===== config.mk =====
export PLATFORM = sky130hd
export DESIGN_NAME = uart_loader
export DESIGN_NICKNAME = d
export VERILOG_FILES = /design/src/rtl/uart_loader.sv
export SDC_FILE = /design/constraint.sdc
export NUM_CORES = 1
export LEC_CHECK = 0
export BUFFER_PORTS_ARGS = -buffer_cell sky130_fd_sc_hd__buf_2
export CAP_MARGIN = 40
export CORE_ASPECT_RATIO = 1.1
export CORE_UTILIZATION = 50
export CTS_CLUSTER_DIAMETER = 150
export DETAILED_ROUTE_END_ITERATION = 8
export PLACE_DENSITY = 0.72
export SLEW_MARGIN = 5
export SYNTH_ARGS = -nofsm -noshare
export SYNTH_HDL_FRONTEND = slang
export SYNTH_SLANG_ARGS = --single-unit

===== constraint.sdc =====
create_clock -name clk -period 4.1 [get_ports clk]
set_input_delay 0.41 -clock clk [delete_from_list [all_inputs] [get_ports clk]]
set_output_delay 0.41 -clock clk [all_outputs]
set_load 0.005 [all_outputs]

===== src/rtl/uart_loader.sv =====
`default_nettype none
// ============================================================================
// Module      : uart_loader
// Description : UART byte-stream loader: 'L' writes bytes into program RAM,
//               'G' launches the CPU and waits for halt. Optional trailing
//               checksum byte when LOADER_CHECKSUM_EN is defined.
// Revision    : 1.0 - initial release
// ============================================================================
module uart_loader (
    input  logic       clk,
    input  logic       rst,
    input  logic [7:0] rx_byte,
    input  logic       received,
    output logic [8:0] l_waddr,
    output logic [7:0] dwrite,
    output logic       write_en,
    output logic [8:0] startaddr,
    output logic       cpu_start,
    input  logic       halted,
    output logic       busy,
    output logic       done,
    output logic       err
);

    localparam logic [7:0] c_CMD_LOAD = 8'h4C;
    localparam logic [7:0] c_CMD_GO   = 8'h47;
    localparam logic [7:0] c_ESC      = 8'h1B;

    localparam logic [3:0] c_IDLE  = 4'd0;
    localparam logic [3:0] c_L_AH  = 4'd1;
    localparam logic [3:0] c_L_AL  = 4'd2;
    localparam logic [3:0] c_L_LEN = 4'd3;
    localparam logic [3:0] c_DATA  = 4'd4;
    localparam logic [3:0] c_G_AH  = 4'd5;
    localparam logic [3:0] c_G_AL  = 4'd6;
    localparam logic [3:0] c_RUN   = 4'd7;
`ifdef LOADER_CHECKSUM_EN
    localparam logic [3:0] c_CSUM  = 4'd8;
`endif

    logic [3:0] r_state;
    logic [8:0] r_addr;
    logic [8:0] r_count;
    logic [8:0] r_waddr;
    logic [7:0] r_dwrite;
    logic       r_wen;
    logic [8:0] r_startaddr;
    logic       r_cpu_start;
    logic       r_busy;
    logic       r_done;
`ifdef LOADER_CHECKSUM_EN
    logic [7:0] r_sum;
    logic       r_err;
`endif

    always_ff @(posedge clk or negedge rst) begin
        if (!rst) begin
            r_state     <= c_IDLE;
            r_addr      <= 9'd0;
            r_count     <= 9'd0;
            r_waddr     <= 9'd0;
            r_dwrite    <= 8'd0;
            r_wen       <= 1'b0;
            r_startaddr <= 9'd0;
            r_cpu_start <= 1'b0;
            r_busy      <= 1'b0;
            r_done      <= 1'b0;
`ifdef LOADER_CHECKSUM_EN
            r_sum       <= 8'd0;
            r_err       <= 1'b0;
`endif
        end else begin
            r_wen       <= 1'b0;
            r_cpu_start <= 1'b0;
            r_done      <= 1'b0;
            case (r_state)
                c_IDLE: begin
                    if (received) begin
                        if (rx_byte == c_CMD_LOAD) begin
                            r_state <= c_L_AH;
`ifdef LOADER_CHECKSUM_EN
                            r_err   <= 1'b0;
`endif
                        end else if (rx_byte == c_CMD_GO) begin
                            r_state <= c_G_AH;
`ifdef LOADER_CHECKSUM_EN
                            r_err   <= 1'b0;
`endif
                        end
                    end
                end
                c_L_AH: begin
                    if (received) begin
                        r_addr[8] <= rx_byte[0];
                        r_state   <= c_L_AL;
                    end
                end
                c_L_AL: begin
                    if (received) begin
                        r_addr[7:0] <= rx_byte;
                        r_state     <= c_L_LEN;
                    end
                end
                c_L_LEN: begin
                    if (received) begin
                        // A length byte of zero encodes a full 256-byte block
                        r_count <= {(rx_byte == 8'd0), rx_byte};
`ifdef LOADER_CHECKSUM_EN
                        r_sum   <= 8'd0;
`endif
                        r_state <= c_DATA;
                    end
                end
                c_DATA: begin
                    if (received) begin
                        r_waddr  <= r_addr;
                        r_dwrite <= rx_byte;
                        r_wen    <= 1'b1;
                        r_addr   <= r_addr + 9'd1;
                        r_count  <= r_count - 9'd1;
`ifdef LOADER_CHECKSUM_EN
                        r_sum    <= r_sum + rx_byte;
                        if (r_count == 9'd1) begin
                            r_state <= c_CSUM;
                        end
`else
                        if (r_count == 9'd1) begin
                            r_state <= c_IDLE;
                            r_done  <= 1'b1;
                        end
`endif
                    end
                end
`ifdef LOADER_CHECKSUM_EN
                c_CSUM: begin
                    if (received) begin
                        r_done  <= 1'b1;
                        r_err   <= (rx_byte != r_sum);
                        r_state <= c_IDLE;
                    end
                end
`endif
                c_G_AH: begin
                    if (received) begin
                        r_addr[8] <= rx_byte[0];
                        r_state   <= c_G_AL;
                    end
                end
                c_G_AL: begin
                    if (received) begin
                        r_startaddr <= {r_addr[8], rx_byte};
                        r_cpu_start <= 1'b1;
                        r_busy      <= 1'b1;
                        r_state     <= c_RUN;
                    end
                end
                c_RUN: begin
                    // halted has priority; any byte arriving alongside it is dropped
                    if (halted || (received && (rx_byte == c_ESC))) begin
                        r_busy  <= 1'b0;
                        r_state <= c_IDLE;
                    end
                end
                default: begin
                    r_busy  <= 1'b0;
                    r_state <= c_IDLE;
                end
            endcase
        end
    end

    assign l_waddr   = r_waddr;
    assign dwrite    = r_dwrite;
    assign write_en  = r_wen;
    assign startaddr = r_startaddr;
    assign cpu_start = r_cpu_start;
    assign busy      = r_busy;
    assign done      = r_done;
`ifdef LOADER_CHECKSUM_EN
    assign err       = r_err;
`else
    assign err       = 1'b0;
`endif

endmodule
`default_nettype wire


### Yosys cells after proc, flatten, opt, wreduce, memory -nomap -nowiden

Index checks and enable logic that the tools add are counted.

| cells by class | value |
|---|---|
| $add $sub $neg | 2 |
| equal/unequal tests | 22 |
| muxes and demuxes | 29 |
| bitwise operators | 1 |
| reduce and logical (&&, ||, !) cells | 16 |

Operator list:

| kind | number |
|---|---|
| $mux W4 | 11 |
| $pmux W4 S8 | 1 |
| $mux W9 | 3 |
| $ne A2 B2 Y1 const B | 9 |
| $pmux W9 S2 | 1 |
| $eq A4 B3 Y1 const B | 4 |
| $eq A8 B7 Y1 const B | 2 |
| $pmux W8 S2 | 1 |
| $reduce_and A3 Y1 | 4 |
| $reduce_and A10 Y1 | 1 |
| $add A9 B1 Y9 const B | 1 |
| $eq A9 B1 Y1 const B | 1 |
| $mux W1 | 9 |
| $sub A9 B1 Y9 const B | 1 |
| $eq A4 B2 Y1 const B | 2 |
| $eq A8 B5 Y1 const B | 1 |
| $logic_not A8 Y1 | 1 |
| $mux W8 | 1 |
| $reduce_bool A2 Y1 | 3 |
| $reduce_or A6 Y1 | 1 |
| $eq A4 B1 Y1 const B | 1 |
| $logic_not A4 Y1 | 1 |
| $reduce_and A2 Y1 | 2 |
| $ne A3 B3 Y1 const B | 1 |
| other kinds (7) | 7 |

| word-level totals | value |
|---|---|
| flip-flop bits (word level) | 52 |
| bits of input ports | 12 |

### Logic depth before layout (Yosys ltp)

Gate-level depths: netlist (run 1).

| logic depth | value |
|---|---|
| depth after elaboration | 5 |
| depth in mapped cells | 7 |
| mapped depth without buffers | 6 |

### Least setup slack after synthesis (run 1)

No wires, ideal clock.

| timing path | value |
|---|---|
| path type | register -> register |
| start point | register r_count[0] |
| end point | register r_count[6] |
| arrival | 1.550 ns |
| data required time | 3.971 ns |
| path slack | 2.421 ns |
| cell stages (with the launch flop) | 7 |
| path buffers | 0 |
| period minus slack after synthesis | 1.679 ns |
| cells stage by stage | dfrtp_1 inv_1 ha_1 or3b_2 o31a_1 o21ai_0 o21ai_0 |

| on the way | value |
|---|---|
| word-level cells in the longest chain between the ends | 3 |

RTL lines:

| what | line | text |
|---|---|---|
| start: declaration | 43 | `logic [8:0] r_count;` |
| start signal: assignment | 107 | `r_count <= {(rx_byte == 8'd0), rx_byte};` |
| start signal: assignment | 120 | `r_count <= r_count - 9'd1;` |
| $sub A9 B1 Y9 | 120 |  |
| $mux W9 | 115 | `if (received) begin` |
| $pmux W9 S2 | 76 | `case (r_state)` |

No other way between the ends. The select of a mux whose other input is x is not followed.
A chain may end at the register's enable or synchronous reset.

### Final worst setup path (run 1)

| timing path | value |
|---|---|
| start point | register r_state[2] |
| end point | register r_count[6] |

| on the way | value |
|---|---|
| word-level cells in the longest chain between the ends | 3 |
| elaborated cells between the ends (all ways) | 7 |
| those cells by class | eq/ne (4); mux (1); reduce/logical (2) |

RTL lines:

| what | line | text |
|---|---|---|
| start: declaration | 41 | `logic [3:0] r_state;` |
| start signal: assignment | 58 | `r_state <= c_IDLE;` |
| start signal: assignment | 80 | `r_state <= c_L_AH;` |
| start signal: assignment | 85 | `r_state <= c_G_AH;` |
| $eq A4 B2 Y1 or $eq A4 B3 Y1 (tied branches) | 76 |  |
| $ne A2 B2 Y1 (no source line) or $reduce_bool A2 Y1 (tied branches) | - |  |
| $reduce_and A3 Y1 (no source line) | - |  |

Parallel ways exist; a longest one is shown, timed or not.

==> summary.txt, run 1 <==
Status
  – Status: finished with violations
  – Failing checks: design-rule violations

Detailed routing
  – Vias: a little over 2000
  – 1st-iter DRT viols: about 130
  – Residual DRC: 2
  – Wirelength, routed: between 5000 and 6000 um
  – ANT nets after route: 0
  – Total iterations of the first detailed-routing run: 6
  – Drt via density: approximately 5.8
  – Routed length per placed instance: approximately 16 um

Logic synthesis
  – Yosys top cell by area: dfrtp_1
  – Post-synthesis sequential area ratio: between 40 and 50%
  – Post-Syn Nets: 273
  – Syn Area/Cell: 10.0 sq um
  – Synth top area share: approximately half
  – Post-Syn Area: approximately 2600 sq um
  – Seq cells post-synth: a little over 50
  – Synthesized instance count: between 200 and 300
  – Number of distinct library cells after synthesis: 53
  – Most common cell in the netlist: dfrtp_1
  – Commonest register cell after synthesis: dfrtp_1
  – Number of synthesized flops with an enable pin: 0
  – Synth top cells by count: dfrtp_1 (51), nand2_1 (38), mux2_2 (18)
  – Async SR Flop Fraction: between 90% and 100%
  – Synthesis Warnings: 0
  – Synth area leaders: dfrtp_1 (49%), mux2_2 (7.8%), nand2_1 (5.5%)

Critical path
  – Crit path max fanout: 18
  – Crit path DAT: around 2.3 ns
  – Crit end category: register
  – Worst reg2reg path depth: 4
  – Required time worst endpoint: roughly 4.3 ns
  – CP Class: register to register
  – Kind of launch point of the worst setup path: register

Timing
  – Fin crit share: about half
  – Setup TNS: 0 ns
  – Min Tclk post-route: about 2.1 ns
  – Achievable frequency: approximately 470 MHz
  – Worst Max-Slew Pin Slew: roughly 0.8 ns
  – RSZ-0062 raised after global routing: false
  – Setup violators final: 0
  – Max_slew headroom: between 40% and 50%
  – Clock Skew: between 0.003 and 0.004 ns
  – Hold Vio Cnt, Final: 0
  – Slew Limit Fails: 0

CTS
  – Cts bufs inserted: 5
  – CTS tree: done
  – Post-CTS Hold Fix Bufs: 0
  – Clock Latency Late Sink: 0.31 ns
  – CTS sink count: 51
  – CTS root buf: clkbuf_8
  – CTS Buffer Depth: 2
  – Post-CTS Setup Inserts: 0
  – Clock-pin transition on the worst setup and hold timing paths: ~0.090 ns
  – Resized cells post-CTS: 0
  – H-tree depth: 2

Placed design
  – Area post-placement: around 2800 sq um
  – Port Buffers: slightly above 40
  – RePlAce Congestion: between 0.8 and 0.9
  – Hpwl dp: roughly 3700 um

Global route
  – Vias in the first global route: around 1900
  – Pin count of the biggest net entering global routing: 52
  – GRT overflow: 0
  – Initial antenna violation count: 0
  – First-pass GRT wire length: a little over 9000 um
  – Tot GR Track Use: a little over a fifth

Pwr
  – Power per Cell Area: approximately 760 nW/um^2
  – Leak pwr: between 1 and 1.5 nW
  – Pwr Total: between 2 and 2.5 mW
  – VDD IR max: between 0.4 and 0.5 mV

Floorplanning
  – Die area: between 5000 and 6000 sq um
  – # IOs: 43
  – Row Count: 27
  – Die Wd: approximately 71 um
  – Die extent in y: between 70 and 80 um
  – Starting Density: between 50% and 60%
  – Core footprint: approximately 5000 sq um

Flow run
  – Number of max-cap violations: 0

Final layout
  – Post-route cell area: about 2900 sq um
  – Nets: slightly above 300
  – Proportion of layout cells with a drive suffix above 1: between 20% and 30%
  – # diodes: 0
  – Fill cells: 438
  – Layout area overhead: 12.3%

Hold path
  – Worst Hold Class: input port to async pin
[worst paths after layout]
check / end / startpoint / slack [ns]
worst max-delay path: r_count[6]$_DFFE_PN0P_ / r_state[2]$_DFFE_PN0P_ / 1.97
worst min-delay path: r_count[7]$_DFFE_PN0P_ / rst / 0.20
worst max register to register: r_count[6]$_DFFE_PN0P_ / r_state[2]$_DFFE_PN0P_ / 1.97
worst min register to register: startaddr[1]$_DFFE_PN0P_ / startaddr[1]$_DFFE_PN0P_ / 0.48
max in group asynchronous: r_addr[2]$_DFFE_PN0P_ / rst / 3.46
min in group clk: startaddr[6]$_DFFE_PN0P_ / rx_byte[6] / 0.37
[layer usage]
layer / part of all wire, % / wire, um / GRT usage [%] / vias to the layer above
met3: 3.5 / 195 / 3.90 / 6
met5: 0 / 0 / 0 / -
met4: 1.0 / 58 / 7.80 / 0
li1: - / - / - / 987
met2: 48 / 2640 / 34.2 / 42
met1: 48 / 2640 / 30.1 / 1007
[through the flow]
stage                     setup WS (ns)  hold slack [ns]  std cells  util [%]
after floorplan                    2.42            0.114        258         -
after global placement             2.15            0.452        343      55.7
after detailed placement           2.04            0.457        343      55.7
after CTS                          2.01            0.224        351      58.1
after global routing               1.84            0.255        351      58.1
final                              1.97            0.196        351      58.1
[flip-flops by register name (all words and copies together) (netlist names)]
register	flops
l_waddr	9
r_addr	9
r_count	9
startaddr	9
dwrite	8
r_state	3
busy	1
cpu_start	1
done	1
write_en	1
[layout make-up]
cell class	count	area [sq um]	share of cell area, %
Clock inverter	2	38.8	1.34
Timing Repair Buffer	42	213	7.32
Sequential cell	51	1280	43.9
Multi-Input combinational cell	183	1190	40.9
Clock buffer	6	82.6	2.84
Inverter	9	33.8	1.16
Tap cell	58	72.6	2.50
[cell usage in the layout (no fill, tap or decap), types with 5 or more instances in the layout]
master,count
a21oi_1,12
nand2_1,38
dfrtp_1,51
mux2_2,18
clkbuf_8,6
nand3_1,7
inv_1,8
buf_2,41
nor2_1,17
and3_1,5
o21ai_0,17
[critical path: stages (launching register included)]
cell and delay (ns):
dfrtp_1 0.55, nor3b_4 0.71, o21ai_2 0.36, o21ai_0 0.27, o21ai_0 0.11
[logic make-up (layout without fill, tap and decap cells)]
group                    after synthesis  in the layout  share of synthesized area [%]
adder cells (fa/ha/maj)                3              3                           1.45
buffers and inverters                 24             59                           4.74
other                                  1              1                          0.145
flip-flops                            51             51                           49.3
AND/OR/NAND/NOR                       97             97                           19.7
AO/OA/AOI/OAI                         59             59                           14.9
XOR/XNOR                               1              1                          0.339
multiplexers                          22             22                           9.39
[where the power goes]
group          switching [mW]  total, mW  internal (mW)
Clock                   0.172      0.373          0.201
Combinational           0.469      0.897          0.427
Sequential              0.204      0.940          0.737
(Power assumes the default switching activity.)
==> inputs of run 2 (changes only) <==
- clock period: 4.1 -> 2.2 ns (I/O delays scaled with it)
==> summary.txt, run 2 (synthesis gave the netlist of run 1 again) <==
Critical path
  – Kind of launch point of the worst setup path: register
  – CP Buf/Inv Count: 1
  – Slowest cell on crit path: or3b_1
  – Crit path max fanout: 12
  – Required time worst endpoint: between 2 and 2.5 ns
  – Crit end category: register
  – Kind of cell adding the most delay to the critical path: simple AND/OR/NAND/NOR gates
  – Crit path cell chain: or3b_1 -> buf_4 -> nand2_1 -> a21boi_0 -> o21ai_0
  – Max incr delay on CP: just under 0.6 ns
  – Crit path DAT: ~2.0 ns
  – CP Class: register to register

Hold path
  – Worst Hold Class: input port to register

CTS
  – CTS tree: done
  – Post-CTS Hold Fix Bufs: 1
  – Cts bufs inserted: 5
  – Post-CTS Setup Inserts: 0
  – CTS sink count: about 50
  – Clock Latency Late Sink: approximately 0.3 ns
  – H-tree depth: 2
  – Clock-pin transition on the worst setup and hold timing paths: around 0.10 ns
  – CTS Buffer Depth: 2
  – CTS root buf: clkbuf_8
  – Resized cells post-CTS: 0

Detailed routing
  – Total iterations of the first detailed-routing run: 6
  – ANT nets after route: 0
  – Wirelength, routed: about 5500 um
  – 1st-iter DRT viols: approximately 130
  – Vias: approximately 2100
  – Routed length per placed instance: approximately 15 um
  – Residual DRC: 2
  – Drt via density: between 5 and 6

Floorplanning
  – Die Wd: between 70 and 80 um
  – Die extent in y: 77.4 um
  – Core footprint: between 4000 and 5000 sq um
  – Die area: between 5000 and 6000 sq um
  – Row Count: 27
  – # IOs: 43
  – Starting Density: roughly 52%

Timing
  – Min Tclk post-route: ~1.8 ns
  – Clock Skew: about 0.009 ns
  – Slew Limit Fails: 0
  – Max_slew headroom: 60.1%
  – RSZ-0062 raised after global routing: false
  – Worst Max-Slew Pin Slew: about 0.6 ns
  – Fin crit share: between 80% and 90%
  – Hold Vio Cnt, Final: 0
  – Achievable frequency: 543 MHz
  – Setup TNS: 0 ns
  – Setup violators final: 0
  – Hold_ws: 0.181 ns

Global route
  – First-pass GRT wire length: 9590 um
  – Vias in the first global route: approximately 2000
  – Tot GR Track Use: 22.4%
  – Initial antenna violation count: 0
  – Pin count of the biggest net entering global routing: 52
  – GRT overflow: 0

Status
  – Status: finished with violations
  – Failing checks: design-rule violations

Pwr
  – Leak pwr: between 1 and 1.5 nW
  – VDD IR max: 0.820 mV
  – Power per Cell Area: 1400 nW/um^2
  – Pwr Total: around 4.2 mW

Final layout
  – Most common cell after layout, fill and taps aside: dfrtp_1
  – Non-filler cells, final: between 300 and 400
  – # diodes: 0
  – Layout area overhead: 14.8%
  – Nets: around 310
  – Post-route cell area: a little under 3000 sq um
  – Proportion of layout cells with a drive suffix above 1: between 20% and 30%
  – Most frequent cells in the layout: dfrtp_1 (51), buf_2 (41), nand2_1 (38)

Placed design
  – Hpwl dp: 3860 um
  – # placed instances: 349
  – RePlAce Congestion: between 0.7 and 0.8
  – Area post-placement: 2850 sq um
  – Port Buffers: between 40 and 50

Flow run
  – Number of max-cap violations: 0
[run 2: metal layers]
layer	routed length [um]	track usage (%)	share of wire [%]
met4	85	5.80	1.5
met1	2520	31.5	46
met5	0	0	0
met2	2640	36.2	48
met3	284	3.90	5.1
[run 2: path summary, 6_finish.rpt]
| kind | startpoint | cells past startpoint | to | slack, ns |
|---|---|---|---|---|
| min | rx_byte[7] | 3 | startaddr[7]$_DFFE_PN0P_ | 0.18 |
| max | r_state[1]$_DFFE_PN0P_ | 5 | r_count[6]$_DFFE_PN0P_ | 0.36 |
| max in group asynchronous | rst | 3 | write_en$_DFF_PN0_ | 1.55 |
| min in group asynchronous | rst | 3 | r_state[1]$_DFFE_PN0P_ | 0.41 |
| max reg2reg | r_state[1]$_DFFE_PN0P_ | 5 | r_count[6]$_DFFE_PN0P_ | 0.36 |
| min reg2reg | startaddr[1]$_DFFE_PN0P_ | 2 | startaddr[1]$_DFFE_PN0P_ | 0.47 |
[run 2: report_power, final]
part / leakage (nW) / switching (mW) / internal [mW]
Sequential: 0.609 / 0.361 / 1.37
Combinational: 0.726 / 0.918 / 0.872
Clock: 0.0502 / 0.303 / 0.333
Total: 1.39 / 1.58 / 2.58
[run 2: tightest hold or removal path: cells and delay by family]
| family | cells | cell delay, ns |
|---|---|---|
| buffers and inverters | 1 | 0.13 |
| and+or+nand+nor | 2 | 0.10 |
[run 2: final cells by class]
cell class | count | area, sq um
Timing Repair Buffer | 49 | 293
Inverter | 9 | 33.8
Tap cell | 58 | 72.6
Fill cell | 443 | 2030
Clock buffer | 5 | 68.8
Clock inverter | 2 | 37.5
Sequential cell | 51 | 1280
Multi-Input combinational cell | 183 | 1190
[run 2: metrics by stage]
| stage | utilization, % | setup WS [ns] |
|---|---|---|
| 2_1_floorplan | - | 0.521 |
| 3_3_place_gp | 57.1 | 0.410 |
| 3_5_place_dp | 57.1 | 0.371 |
| 4_1_cts | 59.4 | 0.362 |
| 5_1_grt | 59.4 | 0.151 |
| 6_report | 59.4 | 0.358 |
==> inputs of run 3 (changes only) <==
- PLACE_DENSITY: 0.72 -> 0.75
- clock period: 2.2 -> 1.6 ns (I/O delays scaled with it)
==> summary.txt, run 3 (synthesis gave the netlist of run 1 again) <==
Critical path
  – R2r startpoint: r_count[0]$_DFFE_PN0P_
  – Worst reg2reg path depth: 6
  – CP Launch Point: r_count[0]$_DFFE_PN0P_
  – Max incr delay on CP: 0.39 ns
  – Kind of launch point of the worst setup path: register
  – Crit end category: register
  – Capture point of the critical path: r_count[6]$_DFFE_PN0P_
  – Crit path max fanout: 3
  – Slowest cell on crit path: dfrtp_1
  – CP dominant cell by count: o21ai_1
  – Crit path DAT: roughly 1.8 ns
  – CP Class: register to register
  – Kind of cell adding the most delay to the critical path: compound AO/OA/AOI/OAI gates
  – Reg2Reg Setup Slack: 0.01 ns
  – RR Endpoint: r_count[6]$_DFFE_PN0P_
  – Required time worst endpoint: 1.80 ns
  – Crit path cell chain: inv_1 -> ha_4 -> or3b_4 -> o31a_1 -> o21ai_1 -> o21ai_1
  – Critical path depth: 6
  – CP Buf/Inv Count: 1

Detailed routing
  – Vias: about 2200
  – Residual DRC: 0
  – 1st-iter DRT viols: between 100 and 150
  – Wirelength, routed: between 6000 and 7000 um
  – Drt via density: around 5.8
  – Routed length per placed instance: roughly 16 um
  – Total iterations of the first detailed-routing run: 4
  – ANT nets after route: 0

Final layout
  – Fill cells: 398
  – Non-filler cells, final: ~390
  – Most frequent cells in the layout: dfrtp_1 (51), buf_2 (41), nand2_1 (38)
  – # diodes: 0
  – Most common cell after layout, fill and taps aside: dfrtp_1
  – Proportion of layout cells with a drive suffix above 1: between 30% and 40%
  – Layout area overhead: 26.8%
  – Nets: roughly 340

Pwr
  – VDD IR max: 1.03 mV
  – Power per Cell Area: 1990 nW/um^2
  – Register share of total power: a little over a third
  – Logic pwr share: 50.5%
  – Clock Power Share: around 14%
  – Sw Ratio: roughly 38%
  – P_int: 4.05 mW
  – Leak pwr: between 1.5 and 2 nW
  – Sw power: around 2.5 mW

Timing
  – Setup violators final: 0
  – Clock Skew: 0.00685 ns
  – Slew Limit Fails: 0
  – RSZ-0062 raised after global routing: true
  – Hold Vio Cnt, Final: 0
  – Setup TNS: 0 ns
  – Min Tclk post-route: roughly 1.6 ns
  – Hold_ws: between 0.1 and 0.15 ns
  – Fin crit share: between 90% and 100%
  – Achievable frequency: 630 MHz

Floorplanning
  – Row Count: 27
  – Starting Density: 51.7%
  – # IOs: 43
  – Die Wd: between 70 and 80 um
  – Die extent in y: about 77 um
  – Die area: between 5000 and 6000 sq um
  – Core footprint: between 4000 and 5000 sq um

CTS
  – Cts bufs inserted: 5
  – CTS tree: done
  – CTS root buf: clkbuf_8
  – H-tree depth: 2
  – CTS sink count: 51
  – Clock-pin transition on the worst setup and hold timing paths: approximately 0.1 ns
  – Clock Latency Late Sink: 0.31 ns
  – CTS Buffer Depth: 2

Status
  – Status: completed

Global route
  – Tot GR Track Use: a little under a quarter
  – Initial antenna violation count: 0
  – Vias in the first global route: ~2200
  – First-pass GRT wire length: between 10000 and 15000 um
  – Pin count of the biggest net entering global routing: 52
  – GRT overflow: 0

Placed design
  – Port Buffers: 41
  – RePlAce Congestion: ~0.81
  – # placed instances: 371
  – Hpwl dp: around 4300 um

Hold path
  – Worst Hold Class: input port to register

Flow run
  – Number of max-cap violations: 0
run 3: per-layer routing:
| layer | vias to the layer above | share of wire (%) | track usage [%] | routed length, um |
|---|---|---|---|---|
| met4 | 0 | 1.2 | 8.20 | 72 |
| met2 | 81 | 50 | 39.9 | 3140 |
| met1 | 1073 | 43 | 32.0 | 2690 |
| li1 | 1060 | - | - | - |
| met3 | 8 | 5.7 | 3.38 | 357 |
| met5 | - | 0 | 0 | 0 |
run 3: worst min path at each step:
stage | end | startpoint | cells past startpoint | slack, ns
after floorplan | busy$_DFFE_PN0P_ | rst | 0 | -0.14
after global placement | r_state[0]$_DFFE_PN0P_ | rst | 2 | 0.17
after detailed placement | r_state[0]$_DFFE_PN0P_ | rst | 2 | 0.17
after CTS | startaddr[7]$_DFFE_PN0P_ | rx_byte[7] | 3 | 0.11
after global routing | startaddr[7]$_DFFE_PN0P_ | rx_byte[7] | 3 | 0.12
final | startaddr[7]$_DFFE_PN0P_ | rx_byte[7] | 3 | 0.12
run 3: cell type report:
cell class | count | area, sq um | area share, %
clock buffers | 5 | 68.8 | 2.10
clock inverters | 3 | 47.5 | 1.45
inverters | 9 | 33.8 | 1.03
multi-input cells | 183 | 1240 | 37.8
flip-flops and latches | 51 | 1280 | 38.9
well taps | 58 | 72.6 | 2.21
repair buffers | 77 | 539 | 16.4
run 3: worst register-to-register path, stage by stage (launching register included):
cell and delay [ns]:
dfrtp_1 0.39, inv_1 0.10, ha_4 0.14, or3b_4 0.39
o31a_1 0.24, o21ai_1 0.13, o21ai_1 0.08
run 3: through the flow:
| stage | instance area, sq um | worst slack [ns] | util (%) | total power [mW] |
|---|---|---|---|---|
| floorplan | 2590 | 0.0125 | - | 4.08 |
| global placement | 3050 | 0.0494 | 61.0 | 5.17 |
| detailed placement | 3050 | -0.0347 | 61.0 | 5.30 |
| CTS | 3190 | 0.000753 | 63.7 | 6.29 |
| global route | 3280 | -0.0493 | 65.6 | 6.98 |
| finish | 3280 | 0.0135 | 65.6 | 6.52 |
run 3: timing repair:
action                                  in CTS  in global routing
hold endpoints to repair                    51                  0
pin swaps                                    0                  2
hold buffers                                 1                  0
resized for setup                            2                 13
buffers inserted                             1                  5
endpoints found under the setup margin       1                 24
run 3: power groups by stage:
stage               Sequential [mW]  Combinational [mW]  Clock, mW
CTS                            2.29                3.04      0.959
floorplan                      2.32                1.76          0
global route                   2.37                3.61      0.992
finish                         2.29                3.29      0.939
detailed placement             2.31                2.99          0
global placement               2.28                2.89          0
